===== src/rtl/fsm_spi_sequencer.sv =====
// fsm_spi_sequencer
//   Buffers bytes from the SPI slave and steps the state-sequence FSM one bit
//   per clock-enable pulse. After each step it captures the FSM state and
//   offers an ASCII report byte ('0'..'3') to the transmitter over valid/ready.
//   It also drives the FSM's active-low reset so the FSM can be resynchronised.
//
// Ports
//   i_Clk, i_Rst          system clock, synchronous active-high reset
//   i_RX_DV, i_RX_Byte    one-cycle byte strobe from the SPI slave
//   i_Clear               request: resync FSM, flush FIFO, clear overflow
//   i_Fsm_State           current FSM state (0..3)
//   o_Fsm_Signal          bit presented to the FSM
//   o_Fsm_En              FSM clock-enable, one transition per high cycle
//   o_Fsm_Rst_n           active-low FSM reset
//   o_TX_DV, o_TX_Byte    report byte and its valid
//   i_TX_Ready            transmitter ready
//   o_Overflow            sticky: a byte was dropped on a full FIFO
//   o_Busy                state not idle or FIFO non-empty
//
// state    | meaning
// S_IDLE   | wait for clear request or queued byte
// S_LOAD   | pop FIFO head into the shift register
// S_STEP   | pulse o_Fsm_En with the current bit
// S_SETTLE | capture the FSM state into the report register
// S_REPORT | offer report byte until accepted
// S_CLEAR  | hold FSM in reset, flush FIFO, clear overflow
module fsm_spi_sequencer #(
  parameter int FIFO_DEPTH = 4,
  parameter bit MSB_FIRST  = 1'b1
) (
  input  logic       i_Clk,
  input  logic       i_Rst,
  input  logic       i_RX_DV,
  input  logic [7:0] i_RX_Byte,
  input  logic       i_Clear,
  input  logic [7:0] i_Fsm_State,
  output logic       o_Fsm_Signal,
  output logic       o_Fsm_En,
  output logic       o_Fsm_Rst_n,
  output logic       o_TX_DV,
  output logic [7:0] o_TX_Byte,
  input  logic       i_TX_Ready,
  output logic       o_Overflow,
  output logic       o_Busy
);

  localparam int AW = $clog2(FIFO_DEPTH);

  localparam logic [2:0] S_IDLE   = 3'd0;
  localparam logic [2:0] S_LOAD   = 3'd1;
  localparam logic [2:0] S_STEP   = 3'd2;
  localparam logic [2:0] S_SETTLE = 3'd3;
  localparam logic [2:0] S_REPORT = 3'd4;
  localparam logic [2:0] S_CLEAR  = 3'd5;

  logic [2:0]    state, state_nxt;
  logic [7:0]    mem [FIFO_DEPTH];
  logic [AW-1:0] wr_ptr, rd_ptr;
  logic [AW:0]   count;
  logic          full, empty, push, pop, drop;
  logic          pending, clear_req;
  logic [7:0]    head, shreg, report;
  logic [2:0]    bit_cnt;
  logic          fsm_signal, overflow;
  logic          unused_state_bits;

  // Only the low nibble of the FSM state feeds the report.
  assign unused_state_bits = ^i_Fsm_State[7:4];

  assign full  = (count == (AW+1)'(FIFO_DEPTH));
  assign empty = (count == '0);
  assign head  = mem[rd_ptr];
  assign pop   = (state == S_LOAD);
  // A pop frees a slot in the same cycle, so a full FIFO can still accept.
  assign push  = i_RX_DV && (state != S_CLEAR) && (!full || pop);
  assign drop  = i_RX_DV && (state != S_CLEAR) && full && !pop;
  assign clear_req = pending | i_Clear;

  always_comb begin
    state_nxt = state;
    case (state)
      S_IDLE: begin
        if (clear_req)   state_nxt = S_CLEAR;
        else if (!empty) state_nxt = S_LOAD;
      end
      S_LOAD:   state_nxt = S_STEP;
      S_STEP:   state_nxt = S_SETTLE;
      S_SETTLE: state_nxt = S_REPORT;
      S_REPORT: begin
        if (i_TX_Ready) state_nxt = (bit_cnt == 3'd7) ? S_IDLE : S_STEP;
      end
      S_CLEAR:  state_nxt = S_IDLE;
      default:  state_nxt = S_IDLE;
    endcase
  end

  always_ff @(posedge i_Clk) begin
    if (i_Rst) state <= S_IDLE;
    else       state <= state_nxt;
  end

  // In S_IDLE a clear is served directly, so only requests seen elsewhere wait.
  always_ff @(posedge i_Clk) begin
    if (i_Rst)                                pending <= 1'b0;
    else if (state == S_CLEAR)                pending <= 1'b0;
    else if (i_Clear && (state != S_IDLE))    pending <= 1'b1;
  end

  always_ff @(posedge i_Clk) begin
    if (push && !i_Rst) mem[wr_ptr] <= i_RX_Byte;
  end

  always_ff @(posedge i_Clk) begin
    if (i_Rst || (state == S_CLEAR)) begin
      wr_ptr   <= '0;
      rd_ptr   <= '0;
      count    <= '0;
      overflow <= 1'b0;
    end else begin
      if (push) wr_ptr <= wr_ptr + 1'b1;
      if (pop)  rd_ptr <= rd_ptr + 1'b1;
      count <= count + (AW+1)'(push) - (AW+1)'(pop);
      if (drop) overflow <= 1'b1;
    end
  end

  always_ff @(posedge i_Clk) begin
    if (i_Rst) begin
      shreg      <= 8'h00;
      bit_cnt    <= 3'd0;
      fsm_signal <= 1'b0;
      report     <= 8'h00;
    end else begin
      case (state)
        S_LOAD: begin
          shreg      <= head;
          bit_cnt    <= 3'd0;
          fsm_signal <= MSB_FIRST ? head[7] : head[0];
        end
        S_SETTLE: report <= 8'h30 + {4'h0, i_Fsm_State[3:0]};
        S_REPORT: begin
          if (i_TX_Ready && (bit_cnt != 3'd7)) begin
            shreg      <= MSB_FIRST ? {shreg[6:0], 1'b0} : {1'b0, shreg[7:1]};
            bit_cnt    <= bit_cnt + 3'd1;
            fsm_signal <= MSB_FIRST ? shreg[6] : shreg[1];
          end
        end
        default: ;
      endcase
    end
  end

  assign o_Fsm_Signal = fsm_signal;
  assign o_Fsm_En     = (state == S_STEP);
  assign o_TX_DV      = (state == S_REPORT);
  assign o_TX_Byte    = report;
  assign o_Overflow   = overflow;
  assign o_Busy       = (state != S_IDLE) || !empty;
  assign o_Fsm_Rst_n  = ~(i_Rst | (state == S_CLEAR));

endmodule

===== config.mk =====
export PLATFORM = sky130hd
export DESIGN_NAME = fsm_spi_sequencer
export DESIGN_NICKNAME = d
export VERILOG_FILES = /design/src/rtl/fsm_spi_sequencer.sv
export SDC_FILE = /design/constraint.sdc
export NUM_CORES = 1
export LEC_CHECK = 0
export ABC_AREA = 1
export BUFFER_PORTS_ARGS = -buffer_cell sky130_fd_sc_hd__buf_4
export CELL_PAD_IN_SITES_DETAIL_PLACEMENT = 1
export CELL_PAD_IN_SITES_GLOBAL_PLACEMENT = 2
export CORE_ASPECT_RATIO = 1.75
export CORE_MARGIN = 1.5
export CORE_UTILIZATION = 37
export CTS_CLUSTER_DIAMETER = 40
export CTS_CLUSTER_SIZE = 8
export DETAILED_ROUTE_END_ITERATION = 10
export PLACE_DENSITY = 0.93
export REMOVE_ABC_BUFFERS = 1
export SLEW_MARGIN = 0
export SYNTH_ARGS = -nofsm -noshare
export SYNTH_HDL_FRONTEND = slang
export SYNTH_SLANG_ARGS = --single-unit

===== constraint.sdc =====
create_clock -name i_Clk -period 3.6 [get_ports i_Clk]
set_input_delay 0.72 -clock i_Clk [delete_from_list [all_inputs] [get_ports i_Clk]]
set_output_delay 0.72 -clock i_Clk [all_outputs]
set_load 0.02 [all_outputs]

### Word-level counts from Yosys, hierarchy flattened

Memory sizes are Yosys's and may differ from the RTL's. A register that Yosys moved wholly into a read port is not among the register bits.
Cells that the tools add are included.

* $add $sub $neg: 6
* equality and inequality tests: 12
* mux-type cells: 15
* bitwise logic cells: 3
* reduce and logical (&&, ||, !) cells: 21

Operators with widths (count)
* $pmux 3 s5: 1
* $pmux 7 s2: 1
* $eq 3x3->1 const B: 4
* $mux 3: 4
* $ne 3x3->1 const B: 3
* $add 6x4->7 const A: 1
* $logic_and 1x1->1: 7
* $mux 7: 1
* $eq 3x2->1 const B: 2
* $logic_not 3->1: 2
* $mux 2: 3
* $pmux 3 s2: 1
* $add 2x1->2 const B: 2
* $logic_not 1->1: 4
* $ne 2x1->1 const B: 2
* $reduce_and 2->1: 2
* $add 3x1->3: 1
* $add 3x1->3 const B: 1
* $eq 3x1->1 const B: 1
* $logic_or 1x1->1: 3
* $mux 1: 3
* $reduce_bool 3->1: 1
* $sub 3x1->3: 1
* $or 1x1->1: 2
* 4 further kinds: 4

* bits in registers: 31
* bits in writable memories: 32
* bits of input ports: 21
* memories: 1

Memory list
* mem: words 4, width 8, rd ports 1, clocked after Yosys merged registers in 1, write ports 1, line 57 `logic [7:0] mem [FIFO_DEPTH];`

### Longest topological paths before layout

Gate-level depths: netlist (run 1).

* depth in word-level cells: 7
* depth in mapped cells: 13
* gate-level depth less buffers: 13

### Worst setup path before layout (run 1)

OpenSTA, ideal clock, no wires.

* path type: in2reg
* from: in i_RX_DV
* to: reg count[2]
* library setup time: 0.070 ns
* arrival time: 2.178 ns
* data required time: 3.530 ns
* setup slack: 1.352 ns
* stages: 10
* buffers on the path: 0
* cells stage by stage: nand2_1 > inv_1 > nand2_1 > ha_1 > inv_1 > ha_1 > inv_1 > fa_1 > or2_2 > a21oi_1

* cells in the longest elaborated chain, start to end: 4

RTL lines
* start, declared: line 33 `input logic i_RX_DV,`
* $logic_and 1x1->1 (2 in series): line 75 `assign push = i_RX_DV && (state != S_CLEAR) && (!full || pop);`
* $add 3x1->3: line 122 `count <= count + (AW+1)'(push) - (AW+1)'(pop);`
* $sub 3x1->3: line 122
* end signal, assigned: line 122
* end, declared: line 59 `logic [AW:0] count;`

Every way passes these cells.
A chain may end at the register's enable or synchronous reset.

### Final worst setup path (run 1)

* from: in i_Rst
* to: out o_Fsm_Rst_n

* cells in the longest elaborated chain, start to end: 2

RTL lines
* start, declared: line 32 `input logic i_Rst,`
* $or 1x1->1: line 159 `assign o_Fsm_Rst_n = ~(i_Rst | (state == S_CLEAR));`
* $not 1->1: line 159
* end, declared: line 39 `output logic o_Fsm_Rst_n,`

Every way passes these cells.

==> results of run 1 <==
[worst min-delay path: stages (launching register included)]
cell	delay, ps
dfxtp_1	320
a21oi_1	40
nor2_1	70
[power groups by stage]
| stage | combinational, mW | sequential (mW) | clock (mW) |
|---|---|---|---|
| 3_5_place_dp | 0.864 | 1.04 | 0 |
| 3_3_place_gp | 0.819 | 1.03 | 0 |
| 2_1_floorplan | 0.592 | 1.02 | 0 |
| 5_1_grt | 0.987 | 1.05 | 0.875 |
| 4_1_cts | 0.870 | 1.03 | 0.839 |
| 6_report | 0.851 | 1.02 | 0.821 |
[state kept, by name (all words and copies together), names as in the netlist, named ones only]
register,count
shreg,7
rd_ptr,2
pending,1
o_Fsm_Signal,1
o_Overflow,1
o_TX_Byte,5
bit_cnt,3
count,3
mem,32
wr_ptr,2
state,3
[cells by family after synthesis]
| family | count (synthesis) |
|---|---|
| and+or+nand+nor | 161 |
| DFF | 62 |
| buffers and inverters | 43 |
| AOI/OAI and AO/OA | 30 |
| adders and majority gates | 9 |
| xor gates and xnor gates | 1 |
| other | 1 |
[area by class of cell]
type / count / share of cell area, %
clock buffer: 11 / 7.19
inverter: 31 / 3.59
sequential: 62 / 48.2
clock inverter: 5 / 1.58
tap: 86 / 3.32
timing repair buffer: 28 / 6.49
multi-input combinational: 203 / 29.6
[worst max-delay path by stage]
stage               cells after the start          end  slack [ps]
global placement                        5  o_Fsm_Rst_n        1060
finish                                  5  o_Fsm_Rst_n        1090
CTS                                     5  o_Fsm_Rst_n        1040
global route                            5  o_Fsm_Rst_n         940
detailed placement                      5  o_Fsm_Rst_n        1040
floorplan                              10     count[2]        1350
[stage by stage]
step / setup slack (ps) / std cells / area (um^2) / hold slack, ps / util (%)
3_5_place_dp: 1040 / 410 / 2950 / 455 / 41.1
2_1_floorplan: 1350 / 296 / 2640 / 437 / -
5_1_grt: 938 / 426 / 3240 / 509 / 45.1
6_report: 1090 / 426 / 3240 / 465 / 45.1
4_1_cts: 1040 / 426 / 3240 / 469 / 45.1
3_3_place_gp: 1060 / 410 / 2950 / 449 / 41.1
[layer usage]
layer | global-route usage [%] | wire (um) | vias up
met5 | 0 | 0 | -
met4 | 6.80 | 112 | 0
met3 | 5.01 | 206 | 8
met2 | 32.8 | 3450 | 33
met1 | 18.1 | 2290 | 973
li1 | - | - | 1024
[layout by cell type, fill, tap and decap left out]
cell / instances
nand2_1: 79
nor2_1: 54
edfxtp_1: 32
dfxtp_1: 30
inv_1: 29
buf_4: 28
nand3_1: 14
a21oi_1: 13
o21ai_1: 9
clkbuf_16: 9
ha_1: 8
o21ai_0: 7
nor2_2: 4
nand2_2: 4
inv_2: 2
or2_2: 2
conb_1: 2
clkinv_2: 2
clkbuf_1: 2
nor2_4: 1
o21ai_4: 1
and3_1: 1
nor3_1: 1
xnor2_1: 1
nand4_1: 1
fa_1: 1
clkinvlp_4: 1
clkinv_1: 1
bufinv_16: 1
==> flow_summary.json, run 1 <==
{
  "outcome": "complete, no violations",
  "post_cts_buffers": 0,
  "gp_congestion": 0.762,
  "fin_setup_tns_ps": 0,
  "coreArea_um2": 7180,
  "rsz0062_at_grt": "no",
  "synth-edff-count": 32,
  "ys_ff_latch": 62,
  "power_mw": 2.70,
  "yosys.area_share.simple_pct": 24.2,
  "yosysTopAreaCellShare_pct": 35.2,
  "path_class": "input pin to output port",
  "cts_htree_levels": 3,
  "p_comb_share_pct": 31.5,
  "hold_violations": 0,
  "synth_area_leader_cell": "edfxtp_1",
  "yosysWarnings": 0,
  "cts_buffers": 9,
  "dp_hpwl_um": 4390,
  "rr_endpoint": "count[2]",
  "dieArea_um2": 7920,
  "power.switching_uw": 962,
  "crit_buf_inv": 4,
  "p_int_mw": 1.73,
  "post_cts_resized": 0,
  "clock_sinks": 62,
  "crit_family": "buffers and inverters",
  "portBuffers": 28,
  "slowest_delay_ps": 410,
  "synth_most_common_cell": "nand2_1",
  "cts_tree": "yes",
  "irDropWorstVdd_mv": 0.380,
  "regArea_um2": 1560,
  "p_clk_share_pct": 30.5,
  "r2r_start": "state[0]",
  "crit_start": "i_Rst",
  "clock_skew_ps": 6.08,
  "syn-cell-area_um2": 2730,
  "antenna_found_initial": 0,
  "drt-vias-per-instance": 4.78,
  "max_freq_mhz": 398,
  "powerDensity_nw_per_um2": 833,
  "nets": 365,
  "clock_path_buffers": 2,
  "synth_area_leaders": "edfxtp_1 35%, dfxtp_1 22%, nand2_1 11%",
  "worstPathArrival_ps": 1790,
  "synth_seq_area_share_pct": 57.2,
  "maxSlewViolCount": 0,
  "clock_latency_ps": 330,
  "hold_path.class": "flip-flop to flip-flop",
  "diodes": 0,
  "layout-drive-gt1-share_pct": 16.2,
  "via_count": 2038,
  "grt_start_max_net_pins": 23,
  "path_cells": "buf_4, inv_1, nand2_2, inv_1, buf_4",
  "grt_pass1_wl_um": 10100,
  "syn-instance-count": 307,
  "slew_headroom_pct": 41.6,
  "drt_wl_total_um": 6050,
  "synth_ff_type": "edfxtp_1",
  "drtPass1Iterations": 4,
  "synth_cell_types": 26,
  "cp_slowest_cell": "inv_1",
  "die_h_um": 117,
  "io_pins": 35,
  "whs_path_depth": 2,
  "cts-root-buf": "clkbuf_16",
  "overflow": 0,
  "routedWlPerCell_um": 14.2,
  "ff2ff_path_depth": 13,
  "die_w_um": 67.9,
  "min_to": "pending",
  "n_fill_cell": 883,
  "avgSynthCellArea_um2": 8.89,
  "clkTransAtPathRegs_ps": 50,
  "synth_top_family_by_area": "simple AND/OR/NAND/NOR gates",
  "synth_fa_ha_area_share_pct": 4.40,
  "cts_hold_buf": 0,
  "synthMuxAreaShare_pct": 0,
  "async_flop_share_pct": 0,
  "min_period_ps": 2510,
  "seqPwrFrac_pct": 38.0,
  "remaining_drc_errors": 0,
  "grtUsageTotal_pct": 17.7,
  "p_sw_share_pct": 35.7,
  "multi_input_area_um2": 958,
  "synthXorXnorAreaFrac_pct": 0.321,
  "synth_common_cells": "79 x nand2_1, 54 x nor2_1, 32 x edfxtp_1",
  "period_share_pct": 69.7,
  "r2r_setup_slack_ps": 1230,
  "grt_pass1_vias": 2143,
  "drt_iter0_drc": 79,
  "tightest_slew_ps": 872,
  "synth_compound_area_share_pct": 5.91,
  "row_count": 41,
  "leakagePower_nw": 1.44,
  "end_kind": "output port",
  "cap_violations": 0,
  "area_growth_pct": 18.6,
  "required_ps": 2880,
  "setup_viol": 0,
  "critPathMaxFanout": 16,
  "start_kind": "input pin",
  "antenna_left": 0,
  "min_from": "pending",
  "start_util_pct": 38.0
}
Note: power is estimated with default switching activity, not from simulation.
==> run 2: changes to the inputs <==
- CORE_UTILIZATION: 37 -> 31
- PLACE_DENSITY: 0.93 -> 0.85
- clock period: 3.6 -> 2 ns (I/O delays scaled with it)
==> run 2 against run 1 <==
  * Die area rose by 19%
  * Worst setup slack got worse by 1000 ps
  * Cell count rose by 16%
  * Register-to-register slack got worse by 1200 ps
  * Clock-buffer cell count rose by 1
  * Hold slack got worse by 190 ps
  * Non-clock buffer count rose by 36
  * First-iteration DRC count fell by 23%
==> flow_summary.json, run 2 (same netlist as run 1, synthesis figures left out) <==
{
  "routedWlPerCell_um": 14.1,
  "postPlaceCellArea_um2": 3190,
  "layout_commonest_cell": "nand2_1",
  "grt-busiest-layer": "met2",
  "path_class": "flip-flop to flip-flop",
  "drt_iter0_drc": 61,
  "die_h_um": 127,
  "grt_start_max_net_pins": 17,
  "drtPass1Iterations": 4,
  "row_count": 45,
  "final_cell_mix": "73 x nand2_1, 60 x buf_4, 54 x nor2_1",
  "coreArea_um2": 8610,
  "period_share_pct": 97.3,
  "grt.met1_usage_pct": 15.8,
  "clock_sinks": 62,
  "clkTransAtPathRegs_ps": 50,
  "final_util_pct": 42.9,
  "holdWs_ps": 279,
  "io_pins": 35,
  "whs_path_depth": 1,
  "r2r_start": "count[1]",
  "path_cells": "nor2_1, nand2_1, inv_2, nand2_4, nand2_4, ha_4, inv_4, ha_4, inv_2, fa_2, or2_4, a21oi_2",
  "setup_viol": 0,
  "powerDensity_nw_per_um2": 1530,
  "rsz0062_at_grt": "yes",
  "instances_no_fill": 493,
  "antenna_found_initial": 0,
  "hold_violations": 0,
  "ff2ff_path_depth": 12,
  "crit_family": "adder cells",
  "r2r_setup_slack_ps": 50,
  "hold_path.class": "input pin to flip-flop",
  "clock_path_buffers": 2,
  "area_growth_pct": 35.4,
  "gp_congestion": 0.763,
  "required_ps": 2260,
  "n_fill_cell": 1007,
  "cts_buffers": 9,
  "outcome": "complete, no violations",
  "clock_skew_ps": 5.83,
  "cts_htree_levels": 3,
  "leakagePower_nw": 1.65,
  "overflow": 0,
  "use_met3_pct": 3.86,
  "cts_hold_buf": 0,
  "via_count": 2214,
  "cts_tree": "yes",
  "regMostFlops": "mem",
  "die_w_um": 73.9,
  "grt_pass1_vias": 2432,
  "min_to": "mem[3][6]",
  "critPathMaxFanout": 2,
  "cp_slowest_cell": "fa_2",
  "dp_hpwl_um": 4720,
  "irDropWorstVdd_mv": 0.739,
  "worstPathArrival_ps": 2200,
  "crit_buf_inv": 3,
  "drt-vias-per-instance": 4.49,
  "slowest_delay_ps": 330,
  "grt_pass1_wl_um": 11500,
  "min_period_ps": 1950,
  "grtUsageTotal_pct": 16.6,
  "clock_latency_ps": 330,
  "portBuffers": 28,
  "max_freq_mhz": 514,
  "cap_violations": 0,
  "min_from": "i_RX_Byte[6]",
  "diodes": 0,
  "nets": 401,
  "cts-root-buf": "clkbuf_16",
  "start_util_pct": 31.7,
  "layout-drive-gt1-share_pct": 29.8,
  "remaining_drc_errors": 0,
  "largest_reg_flops": 32,
  "drt_wl_total_um": 6970,
  "start_kind": "flip-flop",
  "end_kind": "flip-flop",
  "dieArea_um2": 9400,
  "rr_endpoint": "count[2]",
  "gr-usage-met2_pct": 31.8,
  "antenna_left": 0,
  "maxSlewViolCount": 0,
  "dp.cells": 465,
  "design_area_um2": 3700
}
[run 2: cell count changes in the layout (fill, tap and decap cells not counted), moves of 4 or more]
| cell | previous run | this run |
|---|---|---|
| buf_4 | 28 | 60 |
| dfxtp_1 | 30 | 26 |
| dfxtp_2 | 0 | 4 |
| inv_1 | 29 | 23 |
| inv_2 | 2 | 6 |
| nand2_1 | 79 | 73 |
| nand2_4 | 0 | 4 |
[run 2: stage by stage]
stage	TNS (ps)	setup slack, ps	power [mW]
finish	0	54.3	5.66
global route	-29.3	-29.3	6.05
CTS	-4.08	-4.08	5.60
detailed placement	-137	-137	3.70
global placement	-54.9	-54.9	3.61
floorplan	-120	-120	2.91
[run 2: power by group]
part	switching, mW	internal (mW)	total, mW
clock	0.529	1.12	1.65
combinational	1.26	0.946	2.21
sequential	0.175	1.63	1.80
[run 2: metal layers]
layer | vias up | routed length [um] | share of wire (%)
met1 | 1072 | 2460 | 35
li1 | 1102 | - | -
met5 | - | 0 | 0
met2 | 31 | 4170 | 60
met4 | 0 | 127 | 1.8
met3 | 9 | 217 | 3.1
[run 2: what timing repair did]
item                       CTS  global route
pin swaps                    8            10
buffers inserted             9             4
gates resized for setup     21            13
setup endpoints to repair    1             4
[run 2: final cells by class]
class	count	area, um^2	area share [%]
inverter	31	121	3.28
tap	117	146	3.96
clock inverter	4	70.1	1.90
multi-input combinational	203	1040	28.2
clock buffer	12	246	6.67
timing repair buffer	64	504	13.6
sequential	62	1570	42.4
[run 2: worst max-delay path by stage]
stage,start,depth (start not counted),endpoint
after floorplan,state[0],13,count[2]
after global placement,state[0],13,count[2]
final,count[1],12,count[2]
after global routing,count[1],12,count[2]
after detailed placement,state[0],13,count[2]
after CTS,state[0],17,wr_ptr[0]
